**config.mk**
```make
export PLATFORM = sky130hd
export DESIGN_NAME = uart_cmd_sched
export DESIGN_NICKNAME = d
export VERILOG_FILES = /design/src/rtl/cmd_pkg.sv /design/src/rtl/cmd_fifo.sv /design/src/rtl/uart_cmd_sched.sv
export SDC_FILE = /design/constraint.sdc
export NUM_CORES = 1
export LEC_CHECK = 0
export ABC_AREA = 0
export CORE_ASPECT_RATIO = 1.25
export CORE_MARGIN = 3
export CORE_UTILIZATION = 49
export CTS_CLUSTER_DIAMETER = 60
export CTS_CLUSTER_SIZE = 28
export DETAILED_ROUTE_END_ITERATION = 10
export GPL_TIMING_DRIVEN = 1
export PLACE_DENSITY = 0.83
export RECOVER_POWER = 100
export SYNTH_ARGS = -nofsm -noshare
export SYNTH_HDL_FRONTEND = slang
export SYNTH_HIERARCHICAL = 1
export SYNTH_SLANG_ARGS = --single-unit
```
**constraint.sdc**
```tcl
create_clock -name clk -period 2.95 [get_ports clk]
set_input_delay 0.4425 -clock clk [delete_from_list [all_inputs] [get_ports clk]]
set_output_delay 0.4425 -clock clk [all_outputs]
set_load 0.02 [all_outputs]
```
**src/rtl/cmd_pkg.sv**
```systemverilog
// Shared types and constants for the UART/button command scheduler.
package cmd_pkg;

  // Stopwatch state encoding: STOP=0, RUN=1, CLEAR=2
  typedef enum logic [1:0] {
    ST_STOP  = 2'd0,
    ST_RUN   = 2'd1,
    ST_CLEAR = 2'd2
  } sw_state_e;

  // Internal command selected for the current cycle
  typedef enum logic [2:0] {
    CMD_NONE = 3'd0,
    CMD_RUN  = 3'd1,
    CMD_CLR  = 3'd2,
    CMD_SEC  = 3'd3,
    CMD_MIN  = 3'd4,
    CMD_HOUR = 3'd5,
    CMD_SPEC = 3'd6
  } cmd_e;

  // Lower-case ASCII command letters; upper case differs only in bit 5
  localparam logic [7:0] ASC_RUN  = 8'h72; // 'r'
  localparam logic [7:0] ASC_CLR  = 8'h63; // 'c'
  localparam logic [7:0] ASC_SEC  = 8'h73; // 's'
  localparam logic [7:0] ASC_MIN  = 8'h6D; // 'm'
  localparam logic [7:0] ASC_HOUR = 8'h68; // 'h'
  localparam logic [7:0] ASC_SPEC = 8'h69; // 'i'

  // Case-insensitive decode: forcing bit 5 high folds 'A'-'Z' onto 'a'-'z'.
  // Non-letters that fold onto a command letter cannot exist, since only
  // 0x52/0x72 etc. map onto the command codes.
  function automatic cmd_e decode_byte(input logic [7:0] b);
    logic [7:0] lc;
    lc = b | 8'h20;
    case (lc)
      ASC_RUN:  decode_byte = CMD_RUN;
      ASC_CLR:  decode_byte = CMD_CLR;
      ASC_SEC:  decode_byte = CMD_SEC;
      ASC_MIN:  decode_byte = CMD_MIN;
      ASC_HOUR: decode_byte = CMD_HOUR;
      ASC_SPEC: decode_byte = CMD_SPEC;
      default:  decode_byte = CMD_NONE;
    endcase
  endfunction

endpackage

```
**src/rtl/cmd_fifo.sv**
```systemverilog
// Small synchronous FIFO with combinational read data at the head.
module cmd_fifo #(
  parameter int DEPTH = 4,
  parameter int W     = 8
) (
  input  logic         clk,
  input  logic         rst,
  input  logic         push,
  input  logic [W-1:0] wdata,
  input  logic         pop,
  output logic [W-1:0] rdata,
  output logic         full,
  output logic         empty
);
  localparam int AW = $clog2(DEPTH);
  localparam logic [AW:0] FULL_CNT = (AW+1)'(DEPTH);

  logic [DEPTH-1:0][W-1:0] mem;
  logic [AW-1:0]           wr_ptr, rd_ptr;
  logic [AW:0]             count;
  logic                    do_push, do_pop;

  assign full    = (count == FULL_CNT);
  assign empty   = (count == '0);
  // A push into a full FIFO is still accepted when the head leaves the same cycle
  assign do_pop  = pop & ~empty;
  assign do_push = push & (~full | do_pop);
  assign rdata   = mem[rd_ptr];

  // Storage write; contents need no reset since count gates visibility
  always_ff @(posedge clk) begin
    if (do_push) mem[wr_ptr] <= wdata;
  end

  // Pointer and occupancy tracking
  always_ff @(posedge clk or posedge rst) begin
    if (rst) begin
      wr_ptr <= '0;
      rd_ptr <= '0;
      count  <= '0;
    end else begin
      if (do_push) wr_ptr <= wr_ptr + 1'b1;
      if (do_pop)  rd_ptr <= rd_ptr + 1'b1;
      case ({do_push, do_pop})
        2'b10:   count <= count + 1'b1;
        2'b01:   count <= count - 1'b1;
        default: count <= count;
      endcase
    end
  end

endmodule

```
**src/rtl/uart_cmd_sched.sv**
```systemverilog
// Arbitrates UART command bytes against buttons, runs the stopwatch FSM,
// gates clock-adjust pulses by mode and echoes processed UART bytes.
module uart_cmd_sched
  import cmd_pkg::*;
#(
  parameter int         FIFO_DEPTH = 4,
  parameter bit         ECHO_EN    = 1'b1,
  parameter logic [7:0] ERR_CHAR   = 8'h3F
) (
  input  logic       clk,
  input  logic       rst,
  input  logic [7:0] rx_data,
  input  logic       rx_done,
  input  logic       btn_run,
  input  logic       btn_clear,
  input  logic       btn_sec,
  input  logic       btn_min,
  input  logic       btn_hour,
  input  logic       sw_mode,
  input  logic       tx_busy,
  output logic       sw_run,
  output logic       sw_clear,
  output logic       clk_sec_inc,
  output logic       clk_min_inc,
  output logic       clk_hour_inc,
  output logic       special,
  output logic [7:0] tx_data,
  output logic       tx_start,
  output logic       rx_overflow
);
  sw_state_e  state, state_nxt;
  cmd_e       cmd, rx_cmd;
  logic [7:0] fifo_head, echo_data;
  logic       fifo_full, fifo_empty, pop, any_btn, echo_valid;

  assign any_btn = btn_run | btn_clear | btn_sec | btn_min | btn_hour;
  // Buttons own the cycle; a pending echo stalls the queue so bytes are
  // echoed strictly one at a time
  assign pop     = ~fifo_empty & ~any_btn & (~echo_valid | ~ECHO_EN);
  assign rx_cmd  = decode_byte(fifo_head);

  cmd_fifo #(.DEPTH(FIFO_DEPTH), .W(8)) u_fifo (
    .clk   (clk),
    .rst   (rst),
    .push  (rx_done),
    .wdata (rx_data),
    .pop   (pop),
    .rdata (fifo_head),
    .full  (fifo_full),
    .empty (fifo_empty)
  );

  // Pick this cycle's command: buttons by fixed priority, else the popped byte
  always_comb begin
    cmd = CMD_NONE;
    if      (btn_clear) cmd = CMD_CLR;
    else if (btn_run)   cmd = CMD_RUN;
    else if (btn_hour)  cmd = CMD_HOUR;
    else if (btn_min)   cmd = CMD_MIN;
    else if (btn_sec)   cmd = CMD_SEC;
    else if (pop)       cmd = rx_cmd;
  end

  // Stopwatch state register
  always_ff @(posedge clk or posedge rst) begin
    if (rst) state <= ST_STOP;
    else     state <= state_nxt;
  end

  // Stopwatch next state; CLEAR lasts one cycle unless a run arrives
  always_comb begin
    state_nxt = state;
    case (state)
      ST_STOP: begin
        if      (cmd == CMD_RUN) state_nxt = ST_RUN;
        else if (cmd == CMD_CLR) state_nxt = ST_CLEAR;
      end
      ST_RUN:   if (cmd == CMD_RUN) state_nxt = ST_STOP;
      ST_CLEAR: state_nxt = (cmd == CMD_RUN) ? ST_RUN : ST_STOP;
      default:  state_nxt = ST_STOP;
    endcase
  end

  assign sw_run   = (state == ST_RUN);
  assign sw_clear = (state == ST_CLEAR);

  // Registered one-cycle adjust/special pulses; adjusts only in clock mode
  always_ff @(posedge clk or posedge rst) begin
    if (rst) begin
      clk_sec_inc  <= 1'b0;
      clk_min_inc  <= 1'b0;
      clk_hour_inc <= 1'b0;
      special      <= 1'b0;
    end else begin
      clk_sec_inc  <= sw_mode & (cmd == CMD_SEC);
      clk_min_inc  <= sw_mode & (cmd == CMD_MIN);
      clk_hour_inc <= sw_mode & (cmd == CMD_HOUR);
      special      <= (cmd == CMD_SPEC);
    end
  end

  // Sticky overflow: byte lost only when full and nothing leaves this cycle
  always_ff @(posedge clk or posedge rst) begin
    if (rst)                              rx_overflow <= 1'b0;
    else if (rx_done & fifo_full & ~pop)  rx_overflow <= 1'b1;
  end

  assign tx_start = echo_valid & ~tx_busy;
  assign tx_data  = echo_data;

  // Echo holding register: loads on pop, empties when the TX accepts it
  always_ff @(posedge clk or posedge rst) begin
    if (rst) begin
      echo_valid <= 1'b0;
      echo_data  <= 8'h00;
    end else if (ECHO_EN && pop) begin
      echo_valid <= 1'b1;
      echo_data  <= (rx_cmd == CMD_NONE) ? ERR_CHAR : fifo_head;
    end else if (tx_start) begin
      echo_valid <= 1'b0;
    end
  end

endmodule
```
==> impl_results.md, run 1 <==
- Endpoint class of the critical path: flip-flop
- Number of remaining DRC errors: 0
- RSZ-0062 raised after global routing: false
- # rows: 28
- Final setup margin: 311 ps
- Fin. Hold Viols: 0
- Via density: 5.56
- Total grt overflow: 0
- Hold crit path type: reg2reg
- DP Wirelength: 3320 um
- Critical Path Sink: state[0]$_DFFE_PP0P_
- Seq/Total Area, Yosys: 62.2%
- Register bit total from synthesis: 55
- Data required time of the worst path: 3160 ps
- Vias in the first global route: 1609
- Die Span Y: 85.4 um
- GRT Resource Usage Total: 16.5%
- Crit path time final: 2640 ps
- CTS Buf Count: 5
- Max Freq: 379 MHz
- Xor/xnor share of the synthesized area: 1.77%
- Num ports: 34
- Post-synth top area share: 38.9%
- Area share of and/or/nand/nor cells after synthesis: 12.2%
- Hold_ws: 480 ps
- Top_reg_cell synth: edfxtp_1
- Critical path's top delay family: multiplexers
- Crit path max-delay cell type: mux4_2
- CP Class: reg2reg
- Final cycle utilization of the critical path: 89.5%
- Die area: 5930 um2
- Ys Warns: 6
- Mapped Avg Cell Area: 14.8 um2
- Initial Util: 51.4%
- CTS tree: yes
- Post-CTS setup buffers: 0
- Crit-path cells: mux4_2, or3b_1, a2bb2oi_1, o221a_2, nor3b_1, mux2_4
- Worst Tran Pin Value: 635 ps
- WP data arrival: 2850 ps
- Area share of fa/ha/maj cells after synthesis: 2.84%
- Slowest stage delay, CP: 580 ps
- # fillers: 363
- Cts repair resizes: 0
- Drt initial violations: 89
- Net Count, Synth: 190
- Worst Skew: 8.48 ps
- Mux contribution to synthesized area: 8.51%
- Initial antenna violation count: 0
- PortBufs: 33
- Critical Path Source Type: flip-flop
- R2R setup slack: 310 ps
- Area of the multi-input gates: 818 um2
- GP Congestion: 0.810
- # H-tree levels: 2
- Cts hold-fix bufs: 0
- Place WS: 82.2 ps
- N_diodes: 0
- Synth-to-Final Area Change: 20.8%
- DR WL/cell: 16.7 um
- Max-cap violations: 0
- Worst skew pair latency: 310 ps
- Run status: finished, final reports clean
- Crit path max fanout: 5
- Sequential Area: 1540 um2
- Normalized max-slew margin: 57.7%
- Total number of vias: 1508
- EDFF count, synth: 32
- Post-route antenna net violation count: 0
- Layout cell share with drive strength beyond 1: 14.7%
- Cell Pwr Density: 850 nW/um2
- Area of the mapped netlist: 2470 um2
- Clock sinks: 55
- Crit path launch: u_fifo/rd_ptr[0]$_DFFE_PP0N_
- Final wirelength: 4520 um
- Area contributors post-synth: edfxtp_1 39%, dfrtp_1 23%, mux4_2 7.3%
- Synth Area in Compound Gates: 9.17%
- WP depth: 6
- Nets@finish: 233
- Setup TNS: 0 ps
- Top cell type by total area after synthesis: edfxtp_1
- Leak: 1.16 nW
- Clock buffer depth: 2
- Die width: 69.5 um
- Reg clk slew, reported paths: 100 ps
- R2R cell count: 6
- Post-synth ARST share: 41.8%
- Clock root buffer: clkbuf_8
- Yosys cell types: 49
- Largest family of logic cells by synthesized area: simple AND/OR/NAND/NOR gates
- VDD IR max: 0.419 mV
- CP Buf/Inv Count: 0
- Global-route wire length before repair: 7560 um
- Slew Viols, Final: 0
- Worst reg2reg startpoint: u_fifo/rd_ptr[0]$_DFFE_PP0N_
- Post-Syn Instances: 167
- Setup-failing EPs final: 0
- Largest net degree at the start of global routing: 21
- Drt pass-1 iters: 4
- Core Region: 4800 um2
- FF-to-FF End: state[0]$_DFFE_PP0P_
[cell usage after synthesis, drive strengths merged (2+ instances only)]
cell type	n
mux4	8
nor2	12
nor4b	2
o21ai	4
o22a	6
edfxtp	32
and3	3
mux2	2
inv	14
o22ai	2
buf	4
nand2	4
xnor2	4
nor3	3
ha	4
and2	4
a21o	2
dfrtp	23
or3b	2
a21oi	3
nor2b	6
[layer usage]
layer / GRT usage (%) / share of wire (%) / vias up
met4: 8.88 / 2.2 / 0
met3: 2.84 / 4.5 / 10
met5: 0 / 0 / -
li1: - / - / 705
met2: 29.5 / 54 / 61
met1: 18.7 / 39 / 732
[worst min-delay path by stage]
| stage | start | to | slack [ps] | cells past startpoint |
|---|---|---|---|---|
| 2_1_floorplan | rst | u_fifo/count[0]$_DFFE_PP0P_ | 250 | 1 |
| 3_3_place_gp | rx_overflow$_DFFE_PP0P_ | rx_overflow$_DFFE_PP0P_ | 470 | 1 |
| 3_5_place_dp | rx_overflow$_DFFE_PP0P_ | rx_overflow$_DFFE_PP0P_ | 460 | 1 |
| 4_1_cts | rst | u_fifo/count[0]$_DFFE_PP0P_ | 410 | 2 |
| 5_1_grt | state[1]$_DFFE_PP0P_ | state[1]$_DFFE_PP0P_ | 500 | 1 |
| 6_report | rx_overflow$_DFFE_PP0P_ | rx_overflow$_DFFE_PP0P_ | 480 | 1 |
[power breakdown]
group          total [W]  internal, W  switching, W  leakage, nW
Clock           0.000485     0.000228      0.000257       0.0589
Combinational   0.000889     0.000446      0.000443        0.528
Sequential       0.00116      0.00102      0.000141        0.572
Total            0.00253      0.00169      0.000841         1.16
[placed cells by master, fill, tap and decap left out, drive strengths merged, types with 2 or more instances in the layout]
| master | Yosys | layout |
|---|---|---|
| a21o | 2 | 2 |
| a21oi | 3 | 3 |
| and2 | 4 | 4 |
| and3 | 3 | 3 |
| buf | 4 | 7 |
| clkbuf | 1 | 7 |
| clkdlybuf4s50 | 0 | 8 |
| dfrtp | 23 | 23 |
| dlygate4sd3 | 0 | 25 |
| edfxtp | 32 | 32 |
| ha | 4 | 4 |
| inv | 14 | 16 |
| mux2 | 2 | 2 |
| mux4 | 8 | 8 |
| nand2 | 4 | 4 |
| nor2 | 12 | 12 |
| nor2b | 6 | 6 |
| nor3 | 3 | 3 |
| nor4b | 2 | 2 |
| o21ai | 4 | 4 |
| o22a | 6 | 6 |
| o22ai | 2 | 2 |
| or3b | 2 | 2 |
| xnor2 | 4 | 4 |
[cells by family after synthesis]
group                      Yosys count
AOI/OAI and AO/OA                   28
xor gates and xnor gates             5
adders and majority gates            5
buffers and inverters               19
DFF                                 55
muxes                               10
and+or+nand+nor                     45
[flip-flops by register name, summed over array words and instances, names as in the netlist]
register       flops
rx_overflow        1
clk_min_inc        1
u_fifo/count       3
u_fifo/rd_ptr      2
echo_valid         1
tx_data            8
clk_sec_inc        1
u_fifo/wr_ptr      2
special            1
u_fifo/mem        32
state              2
clk_hour_inc       1
[through the flow]
| step | utilization [%] | cells | total power [W] | cell area (um2) |
|---|---|---|---|---|
| 3_5_place_dp | 60.5 | 263 | 0.00214 | 2910 |
| 2_1_floorplan | - | 167 | 0.00181 | 2470 |
| 3_3_place_gp | 60.5 | 263 | 0.00210 | 2910 |
| 4_1_cts | 62.9 | 271 | 0.00262 | 3020 |
| 6_report | 62.1 | 271 | 0.00253 | 2980 |
| 5_1_grt | 62.1 | 271 | 0.00268 | 2980 |
[layout make-up]
cell class | instances | area share, %
Multi-Input combinational cell | 93 | 27.4
Timing Repair Buffer | 41 | 13.0
Clock inverter | 2 | 0.671
Sequential cell | 55 | 51.5
Tap cell | 60 | 2.52
Clock buffer | 6 | 3.15
Inverter | 14 | 1.76
Note: power is estimated with default switching activity, not from simulation.
==> run 2, diff against run 1 <==
- CORE_MARGIN: 3 -> 10
- SETUP_SLACK_MARGIN: unset -> 0.2
- SLEW_MARGIN: unset -> 20
==> impl_results.md, run 2 (synthesized netlist as in run 1, its figures left out) <==
- Metal-1 WL: 1890 um
- GRT Resource Usage Total: 11.2%
- Total grt overflow: 0
- DR WL met3: 139 um
- Max-cap violations: 0
- Hold_ws: 477 ps
- Via density: 5.45
- Initial antenna violation count: 0
- # H-tree levels: 2
- Slowest stage delay, CP: 560 ps
- Normalized max-slew margin: 39.2%
- Layout cell share with drive strength beyond 1: 18.0%
- GP Congestion: 0.798
- Area after DPL: 2910 um2
- Post-CTS setup buffers: 0
- DP Wirelength: 3440 um
- Design area: 3010 um2
- Post-route antenna net violation count: 0
- Cts repair resizes: 0
- Num ports: 34
- Worst Skew: 9.69 ps
- Final wirelength: 4540 um
- CTS Buf Count: 5
- Initial Util: 51.4%
- CP Class: reg2reg
- Critical path's top delay family: multiplexers
- Commonest non-fill, non-tap cell in the layout: edfxtp_1
- PortBufs: 33
- Die Span Y: 99.4 um
- Core Region: 4800 um2
- Clock sinks: 55
- Critical Path Source Type: flip-flop
- Slew Viols, Final: 0
- Number of remaining DRC errors: 0
- Largest net degree at the start of global routing: 21
- Place WS: 130 ps
- DR WL/cell: 16.8 um
- Synth-to-Final Area Change: 21.8%
- N_diodes: 0
- Setup-failing EPs final: 0
- VDD IR max: 0.535 mV
- WP data arrival: 2870 ps
- Crit path max fanout: 6
- Die area: 8290 um2
- Leak: 1.17 nW
- Sequential Area: 1540 um2
- Biggest register: u_fifo/mem
- RSZ-0062 raised after global routing: false
- Worst skew pair latency: 310 ps
- Clock root buffer: clkbuf_8
- Global-route wire length before repair: 7560 um
- Max Freq: 375 MHz
- Worst Tran Pin Value: 913 ps
- Die width: 83.5 um
- Final cycle utilization of the critical path: 90.5%
- Crit path max-delay cell type: mux4_2
- Data required time of the worst path: 3150 ps
- # rows: 28
- Area of the multi-input gates: 845 um2
- Crit path time final: 2670 ps
- Drt pass-1 iters: 4
- Clock buffer depth: 2
- Reg clk slew, reported paths: 100 ps
- Final setup margin: 282 ps
- Endpoint class of the critical path: flip-flop
- Vias in the first global route: 1599
- Drt initial violations: 106
- # fillers: 352
- Crit-path cells: clkbuf_2, mux4_2, and2b_4, a2bb2oi_1, o221a_2, nor3b_2, mux2_4
- Total number of vias: 1476
- Cell Pwr Density: 856 nW/um2
- Cts hold-fix bufs: 0
- Max reg flops: 32
- CTS tree: yes
- Most frequent cells in the layout: 32 x edfxtp_1, 25 x dlygate4sd3_1, 23 x dfrtp_1
- Nets@finish: 233
- Met2 routed WL: 2410 um
- Setup TNS: 0 ps
- CP Buf/Inv Count: 1
- Hold crit path type: reg2reg
- Run status: finished, final reports clean
- Fin. Hold Viols: 0
- Uppermost layer routed: met4
[run 2: worst paths after layout]
kind / start / end / slack [ps] / depth (start not counted)
setup / recovery: u_fifo/rd_ptr[0]$_DFFE_PP0N_ / state[0]$_DFFE_PP0P_ / 280 / 7
max in group asynchronous: rst / clk_sec_inc$_DFF_PP0_ / 1900 / 2
setup reg to reg: u_fifo/rd_ptr[0]$_DFFE_PP0N_ / state[0]$_DFFE_PP0P_ / 280 / 7
min in group asynchronous: rst / u_fifo/rd_ptr[1]$_DFFE_PP0N_ / 520 / 2
hold / removal: state[1]$_DFFE_PP0P_ / state[1]$_DFFE_PP0P_ / 480 / 1
hold reg to reg: state[1]$_DFFE_PP0P_ / state[1]$_DFFE_PP0P_ / 480 / 1
[run 2: layout make-up]
| cell class | instances | share of cell area, % |
|---|---|---|
| clock buffers | 5 | 2.29 |
| clock inverters | 3 | 1.66 |
| inverters | 14 | 1.75 |
| multi-input cells | 93 | 28.1 |
| flip-flops and latches | 55 | 51.1 |
| well taps | 60 | 2.50 |
| repair buffers | 41 | 12.6 |
[run 2: power breakdown]
group          total, W  switching (W)  internal (W)
clock          0.000518       0.000257      0.000262
sequential      0.00116       0.000142       0.00102
combinational  0.000898       0.000436      0.000462
[run 2: stage by stage]
step | instances | total power (W) | util (%)
global placement | 263 | 0.00211 | 60.5
detailed placement | 263 | 0.00214 | 60.5
finish | 271 | 0.00258 | 62.7
floorplan | 167 | 0.00181 | -
global route | 271 | 0.00273 | 62.7
CTS | 271 | 0.00266 | 63.0
[run 2: layer usage]
| layer | track usage [%] | up-vias |
|---|---|---|
| met2 | 20.3 | 33 |
| li1 | - | 704 |
| met4 | 5.55 | 0 |
| met3 | 2.37 | 7 |
| met5 | 0 | - |
| met1 | 12.0 | 732 |
